File: src/rtl/dma_desc_scheduler_if.sv
// Command and descriptor-bypass signals shared by the requesters, the
// scheduler and the XDMA C2H descriptor-bypass port.
interface dma_desc_scheduler_if #(
  parameter int NUM_REQ = 4
);
  localparam int GW = $clog2(NUM_REQ);

  logic [NUM_REQ-1:0]    req_valid;
  logic [NUM_REQ-1:0]    req_ready;
  logic [NUM_REQ*64-1:0] req_addr;
  logic [NUM_REQ*32-1:0] req_len;
  logic [NUM_REQ-1:0]    req_done;
  logic                  dsc_byp_ready;
  logic [63:0]           dsc_byp_addr;
  logic [31:0]           dsc_byp_len;
  logic                  dsc_byp_load;
  logic                  busy;
  logic [GW-1:0]         grant_id;

  modport master (
    input  req_valid, req_addr, req_len, dsc_byp_ready,
    output req_ready, req_done, dsc_byp_addr, dsc_byp_len, dsc_byp_load,
           busy, grant_id
  );

  modport slave (
    output req_valid, req_addr, req_len, dsc_byp_ready,
    input  req_ready, req_done, dsc_byp_addr, dsc_byp_len, dsc_byp_load,
           busy, grant_id
  );
endinterface

File: src/rtl/dma_desc_scheduler.sv
// Round-robin sharing of the C2H descriptor-bypass port: each accepted command
// is split into descriptors that never cross a MAX_CHUNK address boundary.
module dma_desc_scheduler #(
  parameter int NUM_REQ   = 4,
  parameter int MAX_CHUNK = 4096
) (
  input  logic                 pcie_clk,
  input  logic                 pcie_aresetn,
  dma_desc_scheduler_if.master bus
);
  localparam int GW = $clog2(NUM_REQ);
  localparam int OW = $clog2(MAX_CHUNK);

  typedef enum logic {IDLE, ISSUE} state_t;

  state_t             state_q, state_d;
  logic [63:0]        cur_addr_q, cur_addr_d;
  logic [27:0]        remaining_q, remaining_d;
  logic [GW-1:0]      grant_id_q, grant_id_d;
  logic [GW-1:0]      last_grant_q, last_grant_d;
  logic [NUM_REQ-1:0] done_q, done_d;

  logic [NUM_REQ-1:0] req_ready_c;
  logic               found;
  logic [GW-1:0]      pick;
  logic [GW-1:0]      idx;
  logic               accept;
  logic [27:0]        pick_len;
  logic [63:0]        pick_addr;
  logic [OW-1:0]      off;
  logic [28:0]        room;
  logic [27:0]        chunk;
  logic               load;
  logic               last;

  // Scan starts one past the last winner so every requester gets a turn.
  always_comb begin
    found = 1'b0;
    pick  = '0;
    idx   = '0;
    for (int i = 1; i <= NUM_REQ; i++) begin
      idx = GW'((int'(last_grant_q) + i) % NUM_REQ);
      if (!found && bus.req_valid[idx]) begin
        found = 1'b1;
        pick  = idx;
      end
    end
  end

  assign pick_addr = bus.req_addr[{pick, 6'd0} +: 64];
  assign pick_len  = bus.req_len[{pick, 5'd0} +: 28];

  // Gating with the reset pin keeps req_ready low while reset is asserted.
  assign accept = (state_q == IDLE) && found && pcie_aresetn;

  // Room left before the next MAX_CHUNK boundary bounds every descriptor.
  assign off   = cur_addr_q[OW-1:0];
  assign room  = 29'(MAX_CHUNK) - 29'(off);
  assign chunk = ({1'b0, remaining_q} < room) ? remaining_q : room[27:0];
  assign load  = (state_q == ISSUE) && bus.dsc_byp_ready;
  assign last  = (chunk == remaining_q);

  always_comb begin
    state_d      = state_q;
    cur_addr_d   = cur_addr_q;
    remaining_d  = remaining_q;
    grant_id_d   = grant_id_q;
    last_grant_d = last_grant_q;
    done_d       = '0;
    req_ready_c  = '0;
    case (state_q)
      IDLE: begin
        if (accept) begin
          req_ready_c[pick] = 1'b1;
          cur_addr_d        = pick_addr;
          remaining_d       = pick_len;
          grant_id_d        = pick;
          last_grant_d      = pick;
          if (pick_len == '0) begin
            done_d[pick] = 1'b1;
          end else begin
            state_d = ISSUE;
          end
        end
      end
      ISSUE: begin
        if (load) begin
          cur_addr_d  = cur_addr_q + 64'(chunk);
          remaining_d = remaining_q - chunk;
          if (last) begin
            state_d            = IDLE;
            done_d[grant_id_q] = 1'b1;
          end
        end
      end
      default: state_d = IDLE;
    endcase
  end

  always_ff @(posedge pcie_clk or negedge pcie_aresetn) begin
    if (!pcie_aresetn) begin
      state_q      <= IDLE;
      cur_addr_q   <= '0;
      remaining_q  <= '0;
      grant_id_q   <= '0;
      last_grant_q <= GW'(NUM_REQ - 1);
      done_q       <= '0;
    end else begin
      state_q      <= state_d;
      cur_addr_q   <= cur_addr_d;
      remaining_q  <= remaining_d;
      grant_id_q   <= grant_id_d;
      last_grant_q <= last_grant_d;
      done_q       <= done_d;
    end
  end

  assign bus.req_ready    = req_ready_c;
  assign bus.req_done     = done_q;
  assign bus.dsc_byp_addr = cur_addr_q;
  assign bus.dsc_byp_len  = {4'b0, chunk};
  assign bus.dsc_byp_load = load;
  assign bus.busy         = (state_q == ISSUE);
  assign bus.grant_id     = grant_id_q;
endmodule

File: src/flat_wrapper.sv
// flat-port wrapper written by rule: the top's interface ports become plain ports
module dma_desc_scheduler_flat 
#(
  parameter int NUM_REQ   = 4,
  parameter int MAX_CHUNK = 4096
)
  (pcie_clk, pcie_aresetn, bus_req_valid, bus_req_addr, bus_req_len, bus_dsc_byp_ready, bus_req_ready, bus_req_done, bus_dsc_byp_addr, bus_dsc_byp_len, bus_dsc_byp_load, bus_busy, bus_grant_id);
  dma_desc_scheduler_if #(.NUM_REQ(NUM_REQ)) bus_i ();
  input  logic pcie_clk;
  input  logic pcie_aresetn;
  input wire logic [$bits(bus_i.req_valid)-1:0] bus_req_valid;
  input wire logic [$bits(bus_i.req_addr)-1:0] bus_req_addr;
  input wire logic [$bits(bus_i.req_len)-1:0] bus_req_len;
  input wire logic [$bits(bus_i.dsc_byp_ready)-1:0] bus_dsc_byp_ready;
  output wire logic [$bits(bus_i.req_ready)-1:0] bus_req_ready;
  output wire logic [$bits(bus_i.req_done)-1:0] bus_req_done;
  output wire logic [$bits(bus_i.dsc_byp_addr)-1:0] bus_dsc_byp_addr;
  output wire logic [$bits(bus_i.dsc_byp_len)-1:0] bus_dsc_byp_len;
  output wire logic [$bits(bus_i.dsc_byp_load)-1:0] bus_dsc_byp_load;
  output wire logic [$bits(bus_i.busy)-1:0] bus_busy;
  output wire logic [$bits(bus_i.grant_id)-1:0] bus_grant_id;
  assign bus_i.req_valid = bus_req_valid;
  assign bus_i.req_addr = bus_req_addr;
  assign bus_i.req_len = bus_req_len;
  assign bus_i.dsc_byp_ready = bus_dsc_byp_ready;
  assign bus_req_ready = bus_i.req_ready;
  assign bus_req_done = bus_i.req_done;
  assign bus_dsc_byp_addr = bus_i.dsc_byp_addr;
  assign bus_dsc_byp_len = bus_i.dsc_byp_len;
  assign bus_dsc_byp_load = bus_i.dsc_byp_load;
  assign bus_busy = bus_i.busy;
  assign bus_grant_id = bus_i.grant_id;
  dma_desc_scheduler #(.NUM_REQ(NUM_REQ), .MAX_CHUNK(MAX_CHUNK)) u_core (.pcie_clk(pcie_clk), .pcie_aresetn(pcie_aresetn), .bus(bus_i));
endmodule
File: config.mk
export PLATFORM = sky130hd
export DESIGN_NAME = dma_desc_scheduler_flat
export DESIGN_NICKNAME = d
export VERILOG_FILES = /design/src/rtl/dma_desc_scheduler_if.sv /design/src/rtl/dma_desc_scheduler.sv /design/src/flat_wrapper.sv
export SDC_FILE = /design/constraint.sdc
export NUM_CORES = 1
export LEC_CHECK = 0
export BUFFER_PORTS_ARGS = -buffer_cell sky130_fd_sc_hd__clkbuf_2
export CELL_PAD_IN_SITES_DETAIL_PLACEMENT = 2
export CELL_PAD_IN_SITES_GLOBAL_PLACEMENT = 2
export CORE_MARGIN = 1.5
export CORE_UTILIZATION = 25
export DETAILED_ROUTE_END_ITERATION = 12
export GPL_ROUTABILITY_DRIVEN = 0
export PLACE_DENSITY = 0.88
export SLEW_MARGIN = 20
export SYNTH_ARGS = -nofsm -noshare
export SYNTH_HDL_FRONTEND = slang
export SYNTH_SLANG_ARGS = --single-unit
File: constraint.sdc
create_clock -name pcie_clk -period 6.27 [get_ports pcie_clk]
set_clock_uncertainty 0.1 [all_clocks]
set_input_delay 1.254 -clock pcie_clk [delete_from_list [all_inputs] [get_ports pcie_clk]]
set_output_delay 1.254 -clock pcie_clk [all_outputs]
set_load 0.05 [all_outputs]
Word level (Yosys, flattened, before mapping)
Index checks and enable logic that the tools add are counted.
- logic and storage cells: 81
- flip-flop bits (word level): 101
- bitwise logic cells: 1
- eq/ne operators: 3
- reduce and logical (&&, ||, !) cells: 14
- multiplexer cells: 39
- shift-type cells: 2
- add/subtract/negate cells: 7
- order comparisons: 9
- operator list (cell ; number):
    $shiftx 256x9->64 ; 1
    $mux 64 ; 2
    $pmux 64 s2 ; 1
    $shiftx 128x8->28 ; 1
    $mux 28 ; 3
    $add 64x28->64 ; 1
    $pmux 28 s2 ; 1
    $lt 28x29->1 ; 1
    $eq 28x28->1 ; 1
    $logic_not 28->1 ; 1
    $sub 28x28->28 ; 1
    $mux 4 ; 6
    $lt 2x3->1 const B ; 6
    $mux 1 ; 14
    $sub 13x12->14 const A ; 1
    $bmux 1 s2 ; 4
    $logic_and 1x1->1 ; 8
    $mux 2 ; 4
    $pmux 4 s2 ; 1
    $add 2x1->2 const B ; 2
    $add 2x2->2 const B ; 2
    $demux 1 s2 ; 2
    $ge 2x1->1 const B ; 2
    $reduce_and 2->1 ; 2
    other kinds (5) ; 7

Depth between registers and ports, before layout
Gate-level depths: netlist (run 1).
- word-level depth: 20
- mapped depth: 27
- gate-level depth less buffers: 24

Worst setup path after synthesis (run 1)
OpenSTA, ideal clock, no wires.
- path type: register to register
- from: register u_core.cur_addr_q[7] (netlist: u_core.bus.dsc_byp_addr[7])
- to: register u_core.cur_addr_q[60] (netlist: u_core.bus.dsc_byp_addr[60])
- setup slack: -0.496 ns
- data required time: 6.052 ns
- clock period less this slack: 6.766 ns
- arrival: 6.548 ns
- buffers on the path: 2
- stages on the path, launching flop included: 24
- cell sequence: dfrtp_1 > or3_1 > or3_1 > nor4_1 > inv_1 > ha_1 > and4_1 > a21oi_1 > nand3_1 > a31o_1 > buf_6 > buf_6 > mux2i_1 > ha_1 > inv_1 > fa_1 > nor2b_1 > o31a_1 > o31ai_1 > o22ai_1 > o21ai_0 > a2111oi_1 > a41oi_1 > a21o_1
- longest elaborated chain between the ends: 6
- RTL lines (what ; RTL line ; source):
    start, declared ; dma_desc_scheduler.sv:17 ; logic [63:0] cur_addr_q, cur_addr_d;
    start signal, assigned ; dma_desc_scheduler.sv:110 ; cur_addr_q <= cur_addr_d;
    $sub 13x12->14 ; dma_desc_scheduler.sv:58 ; assign room = 29'(MAX_CHUNK) - 29'(off);
    $lt 28x29->1 ; dma_desc_scheduler.sv:59 ; assign chunk = ({1'b0, remaining_q} < room) ? remaining_q : room[27:0];
    $mux 28 ; dma_desc_scheduler.sv:59 ;
    net bus_dsc_byp_len[0] ; flat_wrapper.sv:18 ; output wire logic [$bits(bus_i.dsc_byp_len)-1:0] bus_dsc_byp_len;
    $add 64x28->64 ; dma_desc_scheduler.sv:88 ; cur_addr_d = cur_addr_q + 64'(chunk);
    $mux 64 ; dma_desc_scheduler.sv:87 ; if (load) begin
    $pmux 64 s2 ; dma_desc_scheduler.sv:71 ; case (state_q)
The timed path passes the listed nets, and every way through them passes these cells. The select of a mux whose other input is x is not followed.
A chain may end at the register's enable or synchronous reset.

Worst setup path after layout (run 1)
- from: register u_core.cur_addr_q[1] (netlist: u_core.bus.dsc_byp_addr[1])
- to: register u_core.cur_addr_q[57] (netlist: u_core.bus.dsc_byp_addr[57])
- longest elaborated chain between the ends: 6
- RTL lines (what ; RTL line):
    $sub 13x12->14 ; dma_desc_scheduler.sv:58
    $lt 28x29->1 ; dma_desc_scheduler.sv:59
    $mux 28 ; dma_desc_scheduler.sv:59
    $add 64x28->64 (*) ; dma_desc_scheduler.sv:88
    $mux 64 (*) ; dma_desc_scheduler.sv:87
    $pmux 64 s2 (*) ; dma_desc_scheduler.sv:71
Every way passes the cells marked *; elsewhere a longest branch is shown, timed or not. The select of a mux whose other input is x is not followed.

==> flow_summary.toml, run 1 <==
[outcome]
outcome = "finished, final reports clean"

[clock_tree]
worstSkewPairLatency_ps = 390
cts_tree = "yes"
cts_sinks = 101
cts_max_level = 3
clk_path_buf_depth = 2
clockRootBuffer = "clkbuf_16"
clkSlewWorstSetupHoldPaths_ps = 90
cts_buffers = 9
cts-hold-fix-buffers = 0

[timing]
timing.fmax_mhz = 164.7
max_slew_margin_pct = 23.85
maxSlewViolCount = 0
period_needed_ps = 6072
worstMarginPinSlew_ps = 1135
fin_ws_ps = 198.1
setup_violations = 0
fin_crit_sh_pct = 96.84
hold_violations = 0

[worst_setup_path]
crit_fanout = 12
reg2reg_to = "u_core.bus.dsc_byp_addr[57]"
cp-end-kind = "flip-flop"
worstSetupStartpointType = "flip-flop"
path_class = "flip-flop to flip-flop"
crit_start = "u_core.bus.dsc_byp_addr[1]"
r2r_cells = 24
rrSetupSlack_ps = 200
cp.arrival_ps = 6240
r2r-start = "u_core.bus.dsc_byp_addr[1]"
cp.required_ps = 6440

[global_route]
antenna_found_initial = 3
use_met3_pct = 3.620
grt_pass1_vias = 16000
gr-usage-met2_pct = 48.37
grt_max_degree = 90
grt_overflow = 0
use_met1_pct = 32.01
grt_pass1_wl_um = 96950
busiest_layer = "met2"
grt_usage_pct = 26.71

[synthesis]
synth_edf_count = 0
synth_xor_area_share_pct = 2.745
synth.distinct_cells = 79
yosys_warnings = 0
synth_largest_area_cell = "dfrtp_1"
synth_area_per_cell_um2 = 7.237
syn_area_um2 = 11480
yosysSeqAreaShare_pct = 22.03
synth_compound_area_share_pct = 23.54
async_reset_ff_share_pct = 100.0
synth_top_area_share_pct = 21.57
ys.flop_type = "dfrtp_1"
syn_inst = 1587
synth_mux_area_share_pct = 10.13
synthTopCellsByArea = "dfrtp_1, nand2_1, mux2i_1, ha_1, a21oi_1"
synth_top_family_by_area = "simple AND/OR/NAND/NOR gates"
ys_ff_latch = 101
synthSimpleGateAreaFrac_pct = 28.79
synthAdderAreaFrac_pct = 6.232

[final_layout]
nets = 2468
fin_cells = 2627
drive_above_1_share_pct = 29.62
areaGrowthSynthToFinish_pct = 31.46
post-route-cell-area_um2 = 15100

[place]
place_inst = 2605
portBuffers = 463
place_ws_ps = -280.8
dp_hpwl_um = 50280
place_area_um2 = 14610

[route]
route.detailed.drc = 0
vias = 14550
routedWlPerCell_um = 24.47
drt-pass1-iter-count = 5
wirelength_um = 64280
antenna_left = 0
vias_per_cell = 5.537
drt_iter0_drc = 759

[floorplanning]
pin_count = 499
dieWidth_um = 217.3
start_util_pct = 25.31
fp.dieArea_um2 = 47230
core_area_um2 = 45380
die_y_um = 217.3
rows = 78

[job]
maxCapViolations = 0

[worst_hold_path]
min_from = "u_core.remaining_q[24]"
hold_path_class = "flip-flop to flip-flop"
min_delay_path_depth = 1
hold_end = "u_core.remaining_q[24]"

[pwr]
power_density_nw_per_um2 = 554.6
leakagePower_nw = 7.410
max-vdd-ir-drop_v = 0.0001933
## kinds of logic (layout without fill, tap and decap cells)
family | after synthesis | in the layout
adder cells (fa/ha/maj) | 56 | 56
AO/OA/AOI/OAI | 401 | 401
other | 1 | 35
flip-flops | 101 | 101
AND/OR/NAND/NOR | 717 | 717
XOR/XNOR | 36 | 36
buffers and inverters | 164 | 570
multiplexers | 111 | 111
## synth_stat cells (all sizes together) (3+ instances only)
master,n
nand2,370
dfrtp,99
mux2i,90
a21oi,89
nand3,85
clkbuf,76
nor2,76
and3,60
o21ai,56
buf,54
ha,54
a31oi,43
nor3,36
inv,34
a311oi,33
xnor2,27
o22ai,25
a211oi,23
a21o,22
mux2,21
o211ai,21
nand4,17
o21a,13
a32oi,12
nor4,12
and4,9
nor2b,9
xor2,9
nand2b,8
and2,7
o311ai,7
or3,7
or4,7
o21bai,6
o31ai,5
a2111oi,4
a31o,4
a41o,4
nand3b,4
a211o,3
a22oi,3
nand4b,3
o2111ai,3
## repair_timing
item,in CTS,in global routing
buffers inserted,1,4
pin swaps,2,7
endpoints found under the hold margin,0,0
resized for setup,4,23
endpoints found under the setup margin,14,36
## layer usage
layer / up-vias / wire [µm]
li1: 6644 / -
met1: 7281 / 26600
met2: 524 / 32740
met3: 98 / 3059
met4: 0 / 1883
met5: - / 0
## worst max path at each step
stage / to / slack, ps / depth (start not counted)
final: u_core.bus.dsc_byp_addr[57] / 200 / 24
after global placement: u_core.bus.dsc_byp_addr[52] / -80 / 24
after CTS: u_core.bus.dsc_byp_addr[60] / 20 / 25
after floorplan: u_core.bus.dsc_byp_addr[60] / 40 / 23
after detailed placement: u_core.bus.dsc_byp_addr[57] / -280 / 22
after global routing: u_core.bus.dsc_byp_addr[57] / -10 / 25
## where the power goes
| part | switching (mW) | internal, mW | leakage (nW) | total, mW |
|---|---|---|---|---|
| logic | 4.17 | 2.23 | 6.05 | 6.40 |
| registers | 0.393 | 0.922 | 1.21 | 1.32 |
| clock network | 0.326 | 0.330 | 0.153 | 0.656 |
## layout make-up
class                           instances  area, µm²
Clock buffer                           10      239.0
Antenna cell                            1      2.502
Timing Repair Buffer                  520       2826
Fill cell                            5444      30280
Tap cell                              600      750.7
Multi-Input combinational cell       1355       8543
Inverter                               34      127.6
Clock inverter                          6      77.57
Sequential cell                       101       2531
## metrics by stage
| stage | TNS (ps) | hold WS (ps) | util, % | total power, mW |
|---|---|---|---|---|
| after floorplan | 0 | 378.2 | - | 5.474 |
| after global routing | -25.43 | 469.5 | 33.27 | 8.966 |
| after global placement | -232.1 | 400.8 | 32.19 | 7.153 |
| after detailed placement | -458.2 | 423.9 | 32.20 | 7.539 |
| after CTS | 0 | 438.1 | 32.96 | 8.280 |
| final | 0 | 435.2 | 33.27 | 8.373 |
## registers in the layout (all words and copies together) (netlist names)
register                 cells
u_core.remaining_q          28
u_core.bus.busy              1
u_core.bus.grant_id          2
u_core.bus.req_done          4
u_core.last_grant_q          2
u_core.bus.dsc_byp_addr     64
## placed cells by master, fill, tap and decap left out, drive strengths merged, types with 33 or more instances in the layout
cell,count
and3,60
nand2,370
conb,34
a21oi,89
a31oi,43
o21ai,56
nor3,36
nand3,85
nor2,76
ha,54
clkbuf,472
mux2i,90
dfrtp,99
inv,37
buf,58
a311oi,33
## critical path, cell delays in order (launching register included)
cell,delay (ps)
dfrtp_1,430
inv_1,170
ha_1,260
nand2_1,190
nor2_1,190
xnor2_1,200
inv_1,90
ha_1,310
o211ai_1,90
o21ai_0,370
a31o_1,300
buf_4,280
mux2_2,440
ha_1,320
buf_4,150
nand2_1,90
o211ai_1,310
nand2_1,160
o31ai_2,310
o211ai_1,230
buf_4,210
a2111oi_2,320
buf_4,180
mux2i_1,190
nor2_1,70
Power figures use the tool's default switching activity.
==> run 2: changes to the inputs <==
--- a/config.mk
+++ b/config.mk
@@ -13,6 +13,7 @@
 export DETAILED_ROUTE_END_ITERATION = 12
 export GPL_ROUTABILITY_DRIVEN = 0
 export PLACE_DENSITY = 0.88
+export SETUP_SLACK_MARGIN = 0.2
 export SLEW_MARGIN = 20
 export SYNTH_ARGS = -nofsm -noshare
 export SYNTH_HDL_FRONTEND = slang
==> flow_summary.toml, run 2 (synthesis gave the netlist of run 1 again) <==
[worst_setup_path]
crit_start = "u_core.bus.dsc_byp_addr[7]"
r2r-start = "u_core.bus.dsc_byp_addr[7]"
path_class = "flip-flop to flip-flop"
cp.required_ps = 6440
cp-end-kind = "flip-flop"
cp.arrival_ps = 6100
crit_fanout = 11
worstSetupStartpointType = "flip-flop"

[pwr]
combinationalPowerShare_pct = 76.6
power_density_nw_per_um2 = 552.6
swShare_pct = 58.97
clockPowerShare_pct = 7.5
max-vdd-ir-drop_v = 0.0002496
p_switching_mw = 4.924
leakagePower_nw = 7.387
seqPwrFrac_pct = 16.0
internal-power_mw = 3.427

[place]
portBuffers = 463
place_area_um2 = 14570
dp_hpwl_um = 50250
place_inst = 2599

[timing]
max_slew_margin_pct = 24.27
fin_crit_sh_pct = 94.52
timing.fmax_mhz = 168.7
hold_violations = 0
setup_violations = 0
worstMarginPinSlew_ps = 1128
rsz0062_at_grt = "yes"
period_needed_ps = 5926
maxSlewViolCount = 0

[global_route]
grt_pass1_vias = 16020
grt_max_degree = 100
antenna_found_initial = 2
grt_pass1_wl_um = 95650
grt_overflow = 0
grt_usage_pct = 26.24

[worst_hold_path]
min_from = "u_core.bus.dsc_byp_addr[18]"
hold_path_class = "flip-flop to flip-flop"

[clock_tree]
clockRootBuffer = "clkbuf_16"
cts-hold-fix-buffers = 0
clk_path_buf_depth = 2
clkSlewWorstSetupHoldPaths_ps = 80
cts_sinks = 101
worstSkewPairLatency_ps = 400
cts_tree = "yes"
cts_max_level = 3
cts_buffers = 9

[floorplanning]
pin_count = 499
dieWidth_um = 217.3
core_area_um2 = 45380
fp.dieArea_um2 = 47230
rows = 78
start_util_pct = 25.31
die_y_um = 217.3

[final_layout]
nets = 2466
layout_commonest_cell = "clkbuf_2"
fin_cells = 2625
areaGrowthSynthToFinish_pct = 31.58
post-route-cell-area_um2 = 15110
drive_above_1_share_pct = 29.89
final_cell_mix = "clkbuf_2, nand2_1, dfrtp_1"
largest_register_ffs = 64
nFillCells = 5418
utilization_pct = 33.30

[route]
wirelength_um = 63940
route.detailed.drc = 0
vias = 14600
routed.top_layer = "met4"
routedWlPerCell_um = 24.36
antenna_left = 0
drt-pass1-iter-count = 5
drt_iter0_drc = 656
vias_per_cell = 5.562
wirelength_met1_um = 25840
met3_length_um = 3493
route.met2.wl_um = 32430

[job]
maxCapViolations = 0

[outcome]
outcome = "finished, final reports clean"
## run 2: repair_timing
item / in CTS / in global routing
resized for setup: 8 / 32
buffers inserted: 3 / 6
endpoints found under the setup margin: 34 / 51
pin swaps: 2 / 8
## run 2: final timing paths
| path | to | slack [ps] | cells after the start |
|---|---|---|---|
| setup / recovery | u_core.bus.dsc_byp_addr[63] | 340 | 22 |
| hold / removal | u_core.bus.dsc_byp_addr[18] | 450 | 2 |
| setup reg to reg | u_core.bus.dsc_byp_addr[63] | 340 | 22 |
| hold reg to reg | u_core.bus.dsc_byp_addr[18] | 450 | 2 |
| max in group asynchronous | u_core.bus.dsc_byp_addr[9] | 3870 | 2 |
| min in group asynchronous | u_core.bus.dsc_byp_addr[34] | 790 | 1 |
## run 2: layout make-up
cell class / count / area (µm²) / share of cell area [%]
Timing Repair Buffer: 518 / 2803 / 18.55
Sequential cell: 101 / 2531 / 16.75
Inverter: 34 / 127.6 / 0.8445
Tap cell: 600 / 750.7 / 4.968
Clock inverter: 7 / 63.81 / 0.4223
Antenna cell: 1 / 2.502 / 0.01656
Clock buffer: 9 / 225.2 / 1.490
Multi-Input combinational cell: 1355 / 8608 / 56.96
## run 2: metal layers
metal,GRT usage [%],vias up
met5,0,-
met4,10.86,0
met3,3.997,118
met2,47.59,527
met1,30.55,7331
li1,-,6624
## run 2: power groups by stage
| stage | Combinational [mW] | Clock [mW] | Sequential (mW) |
|---|---|---|---|
| after global placement | 5.81 | 0 | 1.30 |
| after detailed placement | 6.14 | 0 | 1.33 |
| after floorplan | 3.71 | 0 | 1.77 |
| final | 6.39 | 0.624 | 1.33 |
| after global routing | 6.89 | 0.653 | 1.37 |
| after CTS | 6.22 | 0.631 | 1.32 |
## run 2: critical path, stage by stage (launching register included)
cell	delay, ps
dfrtp_1	380
or3_1	430
or3_4	380
nor2_1	190
xnor2_1	200
inv_1	90
ha_1	290
and4_1	200
a21oi_1	170
nand3_1	120
a31o_1	270
buf_4	220
mux2_2	320
ha_2	340
a2111o_1	450
o211ai_1	190
buf_4	180
a2111oi_4	90
o211ai_1	410
nand2_2	160
buf_4	190
nand4_1	80
or3b_1	340
## run 2: metrics by stage
step | total power, mW | hold slack, ps | worst slack, ps | TNS (ps)
5_1_grt | 8.912 | 473.6 | 66.21 | 0
2_1_floorplan | 5.476 | 378.2 | 228.3 | 0
4_1_cts | 8.169 | 449.7 | 165.7 | 0
3_5_place_dp | 7.468 | 427.3 | -361.9 | -2735
6_report | 8.351 | 450.5 | 343.9 | 0
3_3_place_gp | 7.101 | 397.5 | 28.62 | 0
